**config.mk**
```make
export PLATFORM = sky130hd
export DESIGN_NAME = div_arbiter
export DESIGN_NICKNAME = d
export VERILOG_FILES = /design/src/rtl/div_pkg.sv /design/src/rtl/division_block.sv /design/src/rtl/rr_arbiter.sv /design/src/rtl/div_arbiter.sv
export SDC_FILE = /design/constraint.sdc
export NUM_CORES = 1
export LEC_CHECK = 0
export ABC_AREA = 1
export CORE_ASPECT_RATIO = 0.5
export CORE_MARGIN = 1
export CORE_UTILIZATION = 54
export CTS_CLUSTER_SIZE = 30
export DETAILED_ROUTE_END_ITERATION = 7
export PLACE_DENSITY = 0.92
export SLEW_MARGIN = 20
export SYNTH_ARGS = -nofsm -noshare
export SYNTH_HDL_FRONTEND = slang
export SYNTH_SLANG_ARGS = --single-unit
```
**constraint.sdc**
```tcl
create_clock -name clk -period 3.4 [get_ports clk]
set_input_delay 1.02 -clock clk [delete_from_list [all_inputs] [get_ports clk]]
set_output_delay 1.02 -clock clk [all_outputs]
set_load 0.1 [all_outputs]
```
**src/rtl/div_pkg.sv**
```systemverilog
// Shared constants and FSM encoding for the divider-sharing arbiter.
// The divider latency constant sets the nominal gnt-to-rsp_valid distance of 20 cycles.
package div_pkg;
   localparam int DIV_N_REQ = 4;
   localparam int DIV_W     = 8;
   localparam int DIV_TMO   = 24;
   localparam int DIV_LAT   = 18;

   typedef enum logic [2:0] {
      S_IDLE   = 3'd0,
      S_GRANT  = 3'd1,
      S_LAUNCH = 3'd2,
      S_WAIT   = 3'd3,
      S_RESP   = 3'd4
   } state_t;

   function automatic int idx_w(input int n);
      return (n > 1) ? $clog2(n) : 1;
   endfunction
endpackage

```
**src/rtl/division_block.sv**
```systemverilog
// Iterative signed divider: restoring division on magnitudes, fixed latency of LAT cycles.
// Operands are read live every step, so the caller must hold them for the whole operation.
module division_block
   import div_pkg::*;
#(
   parameter  int W   = DIV_W,
   parameter  int LAT = DIV_LAT,
   localparam int CW  = $clog2(LAT + 1),
   localparam int BW  = (W > 1) ? $clog2(W) : 1
) (
   input  logic         clk,
   input  logic         rst,
   input  logic         i_start,
   input  logic [W-1:0] i_a,
   input  logic [W-1:0] i_b,
   output logic [W-1:0] o_q,
   output logic         o_done_division
);
   logic [W-1:0]  w_mag_a, w_mag_b;
   logic [W:0]    w_rem_sh;
   logic          w_ge;
   logic          r_run, r_post_rst;
   logic [CW-1:0] r_cnt;
   logic [BW-1:0] r_bit;
   logic [W-1:0]  r_rem, r_quo;

   assign w_mag_a  = i_a[W-1] ? -i_a : i_a;
   assign w_mag_b  = i_b[W-1] ? -i_b : i_b;
   assign w_rem_sh = {r_rem, w_mag_a[r_bit]};
   assign w_ge     = (w_rem_sh >= {1'b0, w_mag_b});

   assign o_q             = (i_a[W-1] ^ i_b[W-1]) ? -r_quo : r_quo;
   // The cycle after reset release carries a stray done pulse that consumers must ignore.
   assign o_done_division = (r_run && (r_cnt == CW'(LAT - 1))) || r_post_rst;

   always_ff @(posedge clk) begin
      if (rst) begin
         r_run      <= 1'b0;
         r_post_rst <= 1'b1;
         r_cnt      <= '0;
         r_bit      <= '0;
         r_rem      <= '0;
         r_quo      <= '0;
      end else begin
         r_post_rst <= 1'b0;
         if (i_start) begin
            r_run <= 1'b1;
            r_cnt <= '0;
            r_bit <= BW'(W - 1);
            r_rem <= '0;
            r_quo <= '0;
         end else if (r_run) begin
            if (r_cnt < CW'(W)) begin
               r_rem <= w_ge ? (w_rem_sh[W-1:0] - w_mag_b) : w_rem_sh[W-1:0];
               r_quo <= {r_quo[W-2:0], w_ge};
               r_bit <= r_bit - BW'(1);
            end
            if (r_cnt == CW'(LAT - 1)) r_run <= 1'b0;
            else                       r_cnt <= r_cnt + CW'(1);
         end
      end
   end
endmodule

```
**src/rtl/rr_arbiter.sv**
```systemverilog
// Combinational round-robin pick: first asserted request at or above i_ptr, with wrap.
module rr_arbiter
   import div_pkg::*;
#(
   parameter  int N_REQ = DIV_N_REQ,
   localparam int IW    = idx_w(N_REQ)
) (
   input  logic [N_REQ-1:0] i_req,
   input  logic [IW-1:0]    i_ptr,
   output logic [N_REQ-1:0] o_gnt,
   output logic [IW-1:0]    o_idx,
   output logic             o_any
);
   always_comb begin
      int j;
      j     = 0;
      o_gnt = '0;
      o_idx = '0;
      o_any = 1'b0;
      for (int k = 0; k < N_REQ; k++) begin
         j = int'(i_ptr) + k;
         if (j >= N_REQ) j = j - N_REQ;
         if (!o_any && i_req[j]) begin
            o_any    = 1'b1;
            o_gnt[j] = 1'b1;
            o_idx    = IW'(j);
         end
      end
   end
endmodule

```
**src/rtl/div_arbiter.sv**
```systemverilog
// Shares one signed divider among N_REQ requesters: round-robin grant, launch, wait
// with watchdog, then a one-cycle response carrying the owner's index and quotient.
module div_arbiter
   import div_pkg::*;
#(
   parameter  int N_REQ = DIV_N_REQ,
   parameter  int W     = DIV_W,
   parameter  int TMO   = DIV_TMO,
   localparam int IW    = idx_w(N_REQ),
   localparam int TW    = $clog2(TMO + 1)
) (
   input  logic                 clk,
   input  logic                 rst,
   input  logic [N_REQ-1:0]     req,
   input  logic [N_REQ*W-1:0]   a_in,
   input  logic [N_REQ*W-1:0]   b_in,
   output logic [N_REQ-1:0]     gnt,
   output logic                 busy,
   output logic                 rsp_valid,
   output logic [IW-1:0]        rsp_id,
   output logic [W-1:0]         rsp_q,
   output logic                 rsp_zero,
   output logic                 rsp_err
);
   localparam logic [W-1:0] MIN_VAL = {1'b1, {(W-1){1'b0}}};

   state_t           r_state, w_next;
   logic [IW-1:0]    r_ptr, r_id, w_idx;
   logic [N_REQ-1:0] w_arb_gnt;
   logic             w_any, w_start, w_done, w_zero, w_tmo, w_div_rst;
   logic [W-1:0]     r_a, r_b, w_div_q, r_rsp_q;
   logic [TW-1:0]    r_wdog;
   logic [IW-1:0]    r_rsp_id;
   logic             r_rsp_zero, r_rsp_err;

   rr_arbiter #(.N_REQ(N_REQ)) u_rr (
      .i_req (req),
      .i_ptr (r_ptr),
      .o_gnt (w_arb_gnt),
      .o_idx (w_idx),
      .o_any (w_any)
   );

   assign w_div_rst = ~rst;

   division_block #(.W(W)) u_div (
      .clk             (clk),
      .rst             (w_div_rst),
      .i_start         (w_start),
      .i_a             (r_a),
      .i_b             (r_b),
      .o_q             (w_div_q),
      .o_done_division (w_done)
   );

   assign w_zero = (r_a == '0) || (r_b == '0) || (r_a == MIN_VAL) || (r_b == MIN_VAL);
   assign w_tmo  = (r_wdog == TW'(TMO - 1));

   always_ff @(posedge clk or negedge rst) begin
      if (!rst) r_state <= S_IDLE;
      else      r_state <= w_next;
   end

   always_comb begin
      w_next = r_state;
      case (r_state)
         S_IDLE:   if (|req) w_next = S_GRANT;
         S_GRANT:  w_next = w_any ? S_LAUNCH : S_IDLE;
         S_LAUNCH: w_next = S_WAIT;
         S_WAIT:   if (w_done || w_tmo) w_next = S_RESP;
         S_RESP:   w_next = S_IDLE;
         default:  w_next = S_IDLE;
      endcase
   end

   always_comb begin
      gnt       = '0;
      w_start   = 1'b0;
      rsp_valid = 1'b0;
      busy      = (r_state != S_IDLE);
      case (r_state)
         S_GRANT:  gnt       = w_arb_gnt;
         S_LAUNCH: w_start   = 1'b1;
         S_RESP:   rsp_valid = 1'b1;
         default:  ;
      endcase
   end

   always_ff @(posedge clk or negedge rst) begin
      if (!rst) begin
         r_ptr      <= '0;
         r_id       <= '0;
         r_a        <= '0;
         r_b        <= '0;
         r_wdog     <= '0;
         r_rsp_id   <= '0;
         r_rsp_q    <= '0;
         r_rsp_zero <= 1'b0;
         r_rsp_err  <= 1'b0;
      end else begin
         if (r_state == S_GRANT && w_any) begin
            r_id  <= w_idx;
            r_a   <= a_in[w_idx*W +: W];
            r_b   <= b_in[w_idx*W +: W];
            r_ptr <= (w_idx == IW'(N_REQ - 1)) ? '0 : w_idx + IW'(1);
         end
         if (r_state == S_LAUNCH) r_wdog <= '0;
         if (r_state == S_WAIT)   r_wdog <= r_wdog + TW'(1);
         // A done in the same cycle as the watchdog limit still counts as success.
         if (r_state == S_WAIT && (w_done || w_tmo)) begin
            r_rsp_id   <= r_id;
            r_rsp_zero <= w_zero;
            r_rsp_err  <= !w_done;
            r_rsp_q    <= (w_zero || !w_done) ? '0 : w_div_q;
         end
      end
   end

   assign rsp_id   = r_rsp_id;
   assign rsp_q    = r_rsp_q;
   assign rsp_zero = r_rsp_zero;
   assign rsp_err  = r_rsp_err;
endmodule

```
==> reports/metrics.json <==
{
  "yosys.area.top_type_share": {"value": 20.73, "unit": "%"},
  "gp_congestion": {"value": 0.8935},
  "yosys_register_bits": {"value": 66},
  "die_height": {"value": 68.87, "unit": "um"},
  "synth_sequential_area_ratio": {"value": 31.51, "unit": "%"},
  "clk_latency": {"value": 0.33, "unit": "ns"},
  "worstSetupEndpointType": {"value": "output port"},
  "finalHoldViolCount": {"value": 0},
  "io_pins": {"value": 88},
  "critical_path_class": {"value": "in2out"},
  "multi_input_comb_area": {"value": 0.002765, "unit": "sq mm"},
  "drt-wirelength-per-cell": {"value": 13.77, "unit": "um"},
  "number_of_global_route_vias_before_repair": {"value": 4628},
  "totalWireLength": {"value": 13.27, "unit": "mm"},
  "cts_inserted_buffers": {"value": 9},
  "drt_iter0_drc": {"value": 520},
  "finalCritPeriodShare": {"value": 98.23, "unit": "%"},
  "critical_path_arrival": {"value": 2.32, "unit": "ns"},
  "min-delay-path-class": {"value": "reg2reg"},
  "finalSetupViolations": {"value": 0},
  "grt_pass1_wl": {"value": 21.18, "unit": "mm"},
  "ant_nets": {"value": 0},
  "post_synth_num_cell_types": {"value": 47},
  "gr-total-overflow": {"value": 0},
  "die_area": {"value": 0.009347, "unit": "sq mm"},
  "yosys_most_used_dff": {"value": "sky130_fd_sc_hd__dfrtp_1"},
  "grt.total_usage": {"value": 28.99, "unit": "%"},
  "detailroute.via_count": {"value": 5230},
  "core_area": {"value": 0.008317, "unit": "sq mm"},
  "synth_to_layout_area_growth": {"value": 33.35, "unit": "%"},
  "syn-cell-area": {"value": 0.004828, "unit": "sq mm"},
  "portBuffers": {"value": 87},
  "pin_count_of_the_biggest_net_entering_global_routing": {"value": 42},
  "crit_required": {"value": 2.38, "unit": "ns"},
  "final.setup.tns": {"value": 0, "unit": "ns"},
  "run_status": {"value": "complete, no violations"},
  "antenna_cells": {"value": 0},
  "synthTopCellsByArea": {"value": "sky130_fd_sc_hd__dfrtp_1 (21%), sky130_fd_sc_hd__nand2_1 (16%), sky130_fd_sc_hd__inv_1 (11%)"},
  "vias_per_cell": {"value": 5.425},
  "tritoncts": {"value": "yes"},
  "cp_max_fo": {"value": 5},
  "crit_path_start_kind": {"value": "primary input"},
  "num-fill-cells": {"value": 502},
  "skew": {"value": 0.004687, "unit": "ns"},
  "timing.fmax": {"value": 299.4, "unit": "MHz"},
  "antenna_found_initial": {"value": 0},
  "dp_hpwl": {"value": 9.019, "unit": "mm"},
  "max-clock-path-buffers": {"value": 2},
  "net_count_after_synthesis": {"value": 835},
  "finalNetCount": {"value": 938},
  "maxSlewHeadroom": {"value": 55.12, "unit": "%"},
  "asyncSetResetFlopFracSynth": {"value": 60.61, "unit": "%"},
  "synthDominantAreaCellType": {"value": "sky130_fd_sc_hd__dfrtp_1"},
  "syn_area_per_cell": {"value": 6.490, "unit": "sq um"},
  "final_layout_size_suffix_gt1_share": {"value": 13.62, "unit": "%"},
  "clock_root_cell": {"value": "sky130_fd_sc_hd__clkbuf_16"},
  "synth_cells": {"value": 744},
  "synth-warning-count": {"value": 0},
  "cts.reportedPaths.clkPinSlew": {"value": 0.05, "unit": "ns"},
  "cts_sinks": {"value": 66},
  "initial_core_util": {"value": 58.06, "unit": "%"},
  "unrepaired_setup_endpoints_after_global_routing": {"value": "true"},
  "tightest_slew": {"value": 0.6680, "unit": "ns"},
  "post_layout_minimum_cycle_time": {"value": 3.340, "unit": "ns"},
  "synth-edff-count": {"value": 0},
  "die_width": {"value": 135.7, "unit": "um"},
  "drc": {"value": 0},
  "detailedRoute.firstPassIterationCount": {"value": 5},
  "final-max-slew-violation-count": {"value": 0},
  "placement_rows": {"value": 23},
  "ff_latch_area": {"value": 0.001521, "unit": "sq mm"},
  "cts-hold-fix-buffers": {"value": 0},
  "h-tree-depth": {"value": 3},
  "cap_viol_max_count": {"value": 0}
}
-- sequential cells by signal, indices dropped and copies added (netlist names), named ones only --
signal,flops
r_a,8
r_b,8
rsp_q,8
u_div.r_quo,8
u_div.r_rem,8
r_wdog,5
u_div.r_cnt,5
r_state,3
u_div.r_bit,3
r_id,2
rsp_id,2
r_ptr,1
rsp_err,1
rsp_zero,1
u_div.r_post_rst,1
u_div.r_run,1
-- logic make-up (layout without fill, tap and decap cells) --
family / Yosys count / after routing / synth area share, %
AO/OA/AOI/OAI: 93 / 93 / 10.60
XOR/XNOR: 17 / 17 / 3.084
adder cells (fa/ha/maj): 21 / 21 / 5.597
buffers and inverters: 169 / 277 / 13.84
flip-flops: 66 / 66 / 31.51
AND/OR/NAND/NOR: 378 / 378 / 35.37
-- worst max-delay path: stages --
cell and delay [ns]:
sky130_fd_sc_hd__buf_8 0.10, sky130_fd_sc_hd__nand2_1 0.09, sky130_fd_sc_hd__nand2_2 0.07, sky130_fd_sc_hd__nand2_2 0.09, sky130_fd_sc_hd__nand2_4 0.07, sky130_fd_sc_hd__nor2_8 0.11, sky130_fd_sc_hd__nand2_4 0.09, sky130_fd_sc_hd__o22ai_4 0.13
sky130_fd_sc_hd__a21oi_2 0.04, sky130_fd_sc_hd__o21ai_1 0.09, sky130_fd_sc_hd__nand2_1 0.11, sky130_fd_sc_hd__clkinvlp_4 0.13, sky130_fd_sc_hd__buf_12 0.17
-- Yosys cell counts, types with 3 or more instances --
| cell type | count |
|---|---|
| sky130_fd_sc_hd__dfrtp_1 | 40 |
| sky130_fd_sc_hd__buf_4 | 4 |
| sky130_fd_sc_hd__nand3_2 | 3 |
| sky130_fd_sc_hd__a31oi_1 | 3 |
| sky130_fd_sc_hd__clkbuf_1 | 8 |
| sky130_fd_sc_hd__nand3_1 | 101 |
| sky130_fd_sc_hd__xnor2_1 | 4 |
| sky130_fd_sc_hd__a21oi_1 | 35 |
| sky130_fd_sc_hd__buf_2 | 7 |
| sky130_fd_sc_hd__nand2_4 | 3 |
| sky130_fd_sc_hd__dfxtp_1 | 26 |
| sky130_fd_sc_hd__nand2_1 | 206 |
| sky130_fd_sc_hd__inv_2 | 3 |
| sky130_fd_sc_hd__nor3_1 | 10 |
| sky130_fd_sc_hd__ha_1 | 20 |
| sky130_fd_sc_hd__nand3b_1 | 4 |
| sky130_fd_sc_hd__nor2_1 | 30 |
| sky130_fd_sc_hd__o22ai_1 | 3 |
| sky130_fd_sc_hd__nand2_2 | 7 |
| sky130_fd_sc_hd__xor2_1 | 13 |
| sky130_fd_sc_hd__o21ai_0 | 39 |
| sky130_fd_sc_hd__inv_1 | 142 |
-- repair_timing --
action / CTS / global route
pin swaps: 16 / 10
setup endpoints to repair: 4 / 12
endpoints found under the hold margin: 0 / 0
resized for setup: 26 / 27
buffers inserted: 5 / 2
-- cell type report --
class / count / share of cell area, %
inverter: 148 / 8.900
multi-input combinational: 509 / 42.95
clock buffer: 9 / 3.498
sequential: 66 / 23.63
clock inverter: 7 / 1.807
tap: 112 / 2.176
timing repair buffer: 113 / 17.04
-- metrics by stage --
stage                     hold WS (ns)  area (sq um)  std cells  setup slack [ns]  util [%]
after floorplan                 0.4337          4843        744           0.09341         -
after global placement          0.4512          5912        941           -0.2865     71.08
after detailed placement        0.4569          5912        941           -0.3488     71.08
after CTS                       0.4881          6362        962          0.008385     76.50
after global routing            0.5155          6439        964          -0.02482     77.42
final                           0.4875          6439        964           0.06001     77.42
-- layer usage --
layer | share of wire, % | global-route usage [%] | vias up
li1 | - | - | 2548
met1 | 43 | 36.31 | 2399
met2 | 48 | 50.70 | 246
met3 | 7.2 | 5.848 | 37
met4 | 1.9 | 10.25 | 0
met5 | 0 | 0 | -
-- worst paths after layout --
check | depth (start not counted) | from | to | slack [ns]
max | 13 | req[1] | gnt[3] | 0.06
min | 2 | rsp_zero | rsp_zero | 0.49
max reg2reg | 20 | r_b[0] | u_div.r_rem[6] | 0.33
min reg2reg | 2 | rsp_zero | rsp_zero | 0.49
max in group asynchronous | 2 | rst | r_wdog[4] | 2.27
min in group asynchronous | 2 | rst | r_a[5] | 0.78
-- cells in the final DEF, fill, tap and decap left out, types with 3 or more instances in the layout --
cell / n
sky130_fd_sc_hd__dfxtp_1: 26
sky130_fd_sc_hd__clkbuf_16: 9
sky130_fd_sc_hd__xor2_1: 13
sky130_fd_sc_hd__clkinvlp_4: 5
sky130_fd_sc_hd__clkdlybuf4s50_1: 64
sky130_fd_sc_hd__o21ai_1: 5
sky130_fd_sc_hd__a31oi_1: 3
sky130_fd_sc_hd__nand2_4: 9
sky130_fd_sc_hd__buf_12: 6
sky130_fd_sc_hd__buf_4: 37
sky130_fd_sc_hd__xnor2_1: 4
sky130_fd_sc_hd__a21oi_1: 33
sky130_fd_sc_hd__nand2_1: 197
sky130_fd_sc_hd__bufinv_16: 3
sky130_fd_sc_hd__nand3b_1: 4
sky130_fd_sc_hd__buf_6: 3
sky130_fd_sc_hd__nor2_1: 29
sky130_fd_sc_hd__inv_2: 6
sky130_fd_sc_hd__inv_1: 135
sky130_fd_sc_hd__ha_1: 20
sky130_fd_sc_hd__nand2_2: 9
sky130_fd_sc_hd__nand3_2: 3
sky130_fd_sc_hd__nand3_1: 100
sky130_fd_sc_hd__o21ai_0: 36
sky130_fd_sc_hd__nor3_1: 10
sky130_fd_sc_hd__dfrtp_1: 40
Power is not shown: default switching activity piles up to over one toggle a cycle in this logic, so the estimate is an artifact.
